--- config.mk ---
export PLATFORM = sky130hd
export DESIGN_NAME = alu_pipe
export DESIGN_NICKNAME = d
export VERILOG_FILES = /design/src/rtl/alu_pipe.sv
export SDC_FILE = /design/constraint.sdc
export NUM_CORES = 1
export LEC_CHECK = 0
export ABC_CLOCK_PERIOD_IN_PS = 1000
export CELL_PAD_IN_SITES_DETAIL_PLACEMENT = 0
export CELL_PAD_IN_SITES_GLOBAL_PLACEMENT = 1
export CORE_MARGIN = 2
export CORE_UTILIZATION = 32
export CTS_CLUSTER_DIAMETER = 50
export DETAILED_ROUTE_END_ITERATION = 12
export GPL_TIMING_DRIVEN = 0
export PLACE_DENSITY = 0.76
export SLEW_MARGIN = 20
export SYNTH_ARGS = -nofsm -noshare
export SYNTH_HDL_FRONTEND = slang
export SYNTH_SLANG_ARGS = --single-unit
--- constraint.sdc ---
create_clock -name clk -period 1 [get_ports clk]
set_input_delay 0.1 -clock clk [delete_from_list [all_inputs] [get_ports clk]]
set_output_delay 0.1 -clock clk [all_outputs]
set_load 0.02 [all_outputs]
--- src/rtl/alu_pipe.sv ---
// Pipelined two-operand ADD/AND/OR/XOR unit with valid/ready on both sides.
// Optional output-transfer counter (txn_cnt) is built only when ALU_PIPE_CNT_EN is defined.
module alu_pipe #(
    parameter int WIDTH  = 4,
    parameter int STAGES = 2,
    parameter int CNT_W  = 16
) (
    input  logic             clk,
    input  logic             rst_n,
    input  logic             in_valid,
    output logic             in_ready,
    input  logic [WIDTH-1:0] a,
    input  logic [WIDTH-1:0] b,
    input  logic [1:0]       op,
    output logic             out_valid,
    input  logic             out_ready,
    output logic [WIDTH:0]   y
`ifdef ALU_PIPE_CNT_EN
    ,
    output logic [CNT_W-1:0] txn_cnt
`endif
);

    localparam logic [1:0] OP_ADD = 2'b00;
    localparam logic [1:0] OP_AND = 2'b01;
    localparam logic [1:0] OP_OR  = 2'b10;
    localparam logic [1:0] OP_XOR = 2'b11;

    logic [WIDTH:0]              alu_res;
    logic [STAGES:1]             rdy;
    logic                        rdy_acc;
    logic [STAGES:1]             vld_q, vld_d;
    logic [STAGES:1][WIDTH:0]    data_q, data_d;

    always_comb begin
        alu_res = '0;
        case (op)
            OP_ADD:  alu_res = {1'b0, a} + {1'b0, b};
            OP_AND:  alu_res = {1'b0, a & b};
            OP_OR:   alu_res = {1'b0, a | b};
            OP_XOR:  alu_res = {1'b0, a ^ b};
            default: alu_res = '0;
        endcase
    end

    // Ready chain unrolled from the output side: a stage can load if it or
    // any stage downstream of it is empty, or the consumer is taking a result.
    always_comb begin
        rdy     = '0;
        rdy_acc = out_ready;
        for (int k = STAGES; k >= 1; k--) begin
            rdy_acc = rdy_acc || !vld_q[k];
            rdy[k]  = rdy_acc;
        end
    end

    // Data only moves when a valid beat moves, so y holds its last value
    // while the pipeline drains.
    always_comb begin
        vld_d  = vld_q;
        data_d = data_q;
        if (rdy[1]) begin
            vld_d[1] = in_valid;
            if (in_valid) begin
                data_d[1] = alu_res;
            end
        end
        for (int k = 2; k <= STAGES; k++) begin
            if (rdy[k]) begin
                vld_d[k] = vld_q[k-1];
                if (vld_q[k-1]) begin
                    data_d[k] = data_q[k-1];
                end
            end
        end
    end

    always_ff @(posedge clk or negedge rst_n) begin
        if (!rst_n) begin
            vld_q  <= '0;
            data_q <= '0;
        end else begin
            vld_q  <= vld_d;
            data_q <= data_d;
        end
    end

    assign in_ready  = rdy[1];
    assign out_valid = vld_q[STAGES];
    assign y         = data_q[STAGES];

`ifdef ALU_PIPE_CNT_EN
    logic [CNT_W-1:0] cnt_q, cnt_d;

    always_comb begin
        cnt_d = cnt_q;
        if (out_valid && out_ready) begin
            cnt_d = cnt_q + CNT_W'(1);
        end
    end

    always_ff @(posedge clk or negedge rst_n) begin
        if (!rst_n) begin
            cnt_q <= '0;
        end else begin
            cnt_q <= cnt_d;
        end
    end

    assign txn_cnt = cnt_q;
`endif

endmodule

==> metrics.md <==
| Metric | Value |
|---|---|
| Crit path kind | `in2reg` |
| Clock sink count | `12` |
| Vias in the first global route | `575` |
| CP endpoint kind | `flip-flop` |
| DR iter-0 viols | `4` |
| Startpoint types | `input port` |
| Netlist cell types | `23` |
| VDD IR max | `0.712 mV` |
| Post-synthesis net count | `101` |
| Root buffer cell | `clkbuf_4` |
| Clk slew on worst S/H paths | `0.07 ns` |
| Num CTS Buffers | `3` |
| CTS tree | `built` |
| Nets | `129` |
| Final Worst Setup Slack | `-0.327 ns` |
| Minimum clock period | `1.33 ns` |
| Pre-Repair DR Iteration Count | `3` |
| GRT met2 Usage | `0.193` |
| Seq/Total Area, Yosys | `0.369` |
| Setup_tns | `-0.927 ns` |
| Hold WS | `0.179 ns` |
| Final Hold Fails | `0` |
| Ys flop type | `dfrtp_1` |
| H-tree depth | `1` |
| Max incr delay on CP | `0.45 ns` |
| Die height | `54.4 um` |
| Initial Utilization | `0.334` |
| Share of cells above drive strength 1 | `0.476` |
| Drt via density | `4.72` |
| Crit-path cells | `buf_6, ha_4, fa_2, mux4_2, mux2_4` |
| Die area | `2960 um^2` |
| Worst skew pair latency | `0.27 ns` |
| Largest net degree at the start of global routing | `13` |
| Initial antenna violation count | `0` |
| Pre-CTS setup slack | `-1.07 ns` |
| Achievable Freq | `753 MHz` |
| Global-route wire length before repair | `2.31 mm` |
| #FFs+latches synth | `12` |
| CTS Hold Bufs | `0` |
| ANT cells | `0` |
| Count of max-cap constraint violations | `0` |
| Most common cell after layout, fill and taps aside | `buf_6` |
| Mapped Cells | `78` |
| Final setup fails | `11` |
| Worst slew pin tran | `0.531 ns` |
| Die width | `54.4 um` |
| Worst path slowest cell | `mux4_2` |
| Flop pwr share | `0.388` |
| Clock skew | `0.00877 ns` |
| Worst endpoint required time | `1.15 ns` |
| Finished Core Util | `0.502` |
| Period utilisation layout | `1.33` |
| DRT antenna net count | `0` |
| P_int | `1170 uW` |
| DRC violations left | `0` |
| CP Data Arrival Time | `1.47 ns` |
| Core area | `2430 um^2` |
| DR WL/cell | `10.8 um` |
| # port buffers | `20` |
| Overall Global Routing Usage | `0.110` |
| GRT overflow | `0` |
| Sw frac | `0.294` |
| Fillers | `241` |
| Grt met3 use | `0.0164` |
| NetSw | `489 uW` |
| Hold WC Path Type | `in2async` |
| Max FO, Critical Path | `2` |
| Unrepaired setup endpoints after global routing | `yes` |
| Total number of vias | `637` |
| Most used routing layer | `met2` |
| Power Density | `1360 nW/um^2` |
| Slew HR | `0.645` |
| Placed wire-length estimate | `1.08 mm` |
| Std cell rows | `18` |
| Async set-or-reset flop fraction in the synthesized netlist | `1.00` |
| Status | `finished, violations left` |
| Final wirelength | `1.46 mm` |
| Slew Viols, Final | `0` |
| Area delta synth->final | `50.0%` |
| Yosys warning count | `0` |
| Clock share of power | `0.180` |
| Ports | `21` |
| Number of synthesized flops with an enable pin | `0` |
| Cell area after synthesis | `813 um^2` |
| Failing checks | `negative setup slack` |
| Met1 Use GR | `0.122` |
| Max clock buf depth | `2` |
| Commonest non-fill, non-tap cells in the layout | `14 x buf_6, 11 x dfrtp_1` |
| Placer Congestion | `0.741` |
| Syn_area_per_cell | `10.4 um^2` |
| Combinational cell fraction of total power | `0.432` |
| Leak Pwr | `0.000578 uW` |
==> final cells by class <==
class / instances / area, um^2 / area share
well taps: 30 / 37.5 / 0.0308
flip-flops and latches: 12 / 302 / 0.247
inverters: 9 / 33.8 / 0.0277
multi-input cells: 50 / 523 / 0.429
clock buffers: 4 / 26.3 / 0.0215
repair buffers: 23 / 219 / 0.179
plain buffers: 7 / 78.8 / 0.0646
==> cells in the mapped netlist, drive strengths merged, types with 2 or more instances <==
| master | n | area share |
|---|---|---|
| buf | 7 | 0.058 |
| nand3b | 2 | 0.018 |
| ha | 8 | 0.12 |
| dfrtp | 12 | 0.37 |
| mux2 | 8 | 0.11 |
| o21ai | 4 | 0.025 |
| a21oi | 3 | 0.018 |
| nand2 | 6 | 0.031 |
| nand2b | 6 | 0.046 |
| inv | 9 | 0.042 |
| o41ai | 2 | 0.022 |
| nor2b | 3 | 0.023 |
==> final timing paths <==
kind | startpoint | end | slack [ns] | cells after the start
setup / recovery | b[0] | data_q[1]$_DFFE_PN0P_ | -0.33 | 5
hold / removal | rst_n | y[4]$_DFFE_PN0P_ | 0.18 | 1
setup reg to reg | vld_q[1]$_DFFE_PN0P_ | data_q[3]$_DFFE_PN0P_ | -0.23 | 4
hold reg to reg | data_q[2]$_DFFE_PN0P_ | data_q[2]$_DFFE_PN0P_ | 0.49 | 2
max in group asynchronous | rst_n | vld_q[2]$_DFFE_PN0P_ | 0.44 | 1
min in group clk | op[1] | data_q[4]$_DFFE_PN0P_ | 0.36 | 3
==> critical path, delay by kind of cell <==
| kind | cells | cell delay (ns) |
|---|---|---|
| buf+inv | 1 | 0.10 |
| fa+ha+maj | 2 | 0.56 |
| mux | 2 | 0.72 |
==> timing repair <==
item,4_1_cts,5_1_grt
pin swaps,4,2
gates resized for setup,82,10
gates cloned,0,0
endpoints found under the setup margin,17,16
setup buffers,3,0
==> power groups by stage <==
stage	registers [uW]	clock network, uW	logic (uW)
5_1_grt	660	337	779
2_1_floorplan	632	0	384
4_1_cts	636	319	686
3_5_place_dp	643	0	613
3_3_place_gp	639	0	602
6_report	644	299	717
==> per-layer routing <==
metal	wire length (um)	up-vias
met1	614	307
met4	16	0
met3	70	2
met5	0	-
li1	-	313
met2	762	15
==> sequential cells by signal, indices dropped and copies added (netlist names) <==
register,flops
data_q,5
y,5
vld_q,2
==> kinds of logic (layout without fill, tap and decap cells) <==
group | Yosys count | in the layout | synth area share
compound gates | 12 | 12 | 0.0969
xor+xnor | 1 | 1 | 0.0108
fa+ha+maj | 9 | 9 | 0.148
buf+inv | 16 | 43 | 0.100
flops | 12 | 12 | 0.369
mux | 10 | 10 | 0.151
simple gates | 18 | 18 | 0.125
==> stage by stage <==
step	power, uW	std cells	cell area [um^2]
floorplan	1020	78	836
global placement	1240	128	1070
detailed placement	1260	128	1070
CTS	1640	135	1180
global route	1780	135	1220
finish	1660	135	1220
No activity file was read; power rests on OpenSTA's default activity.
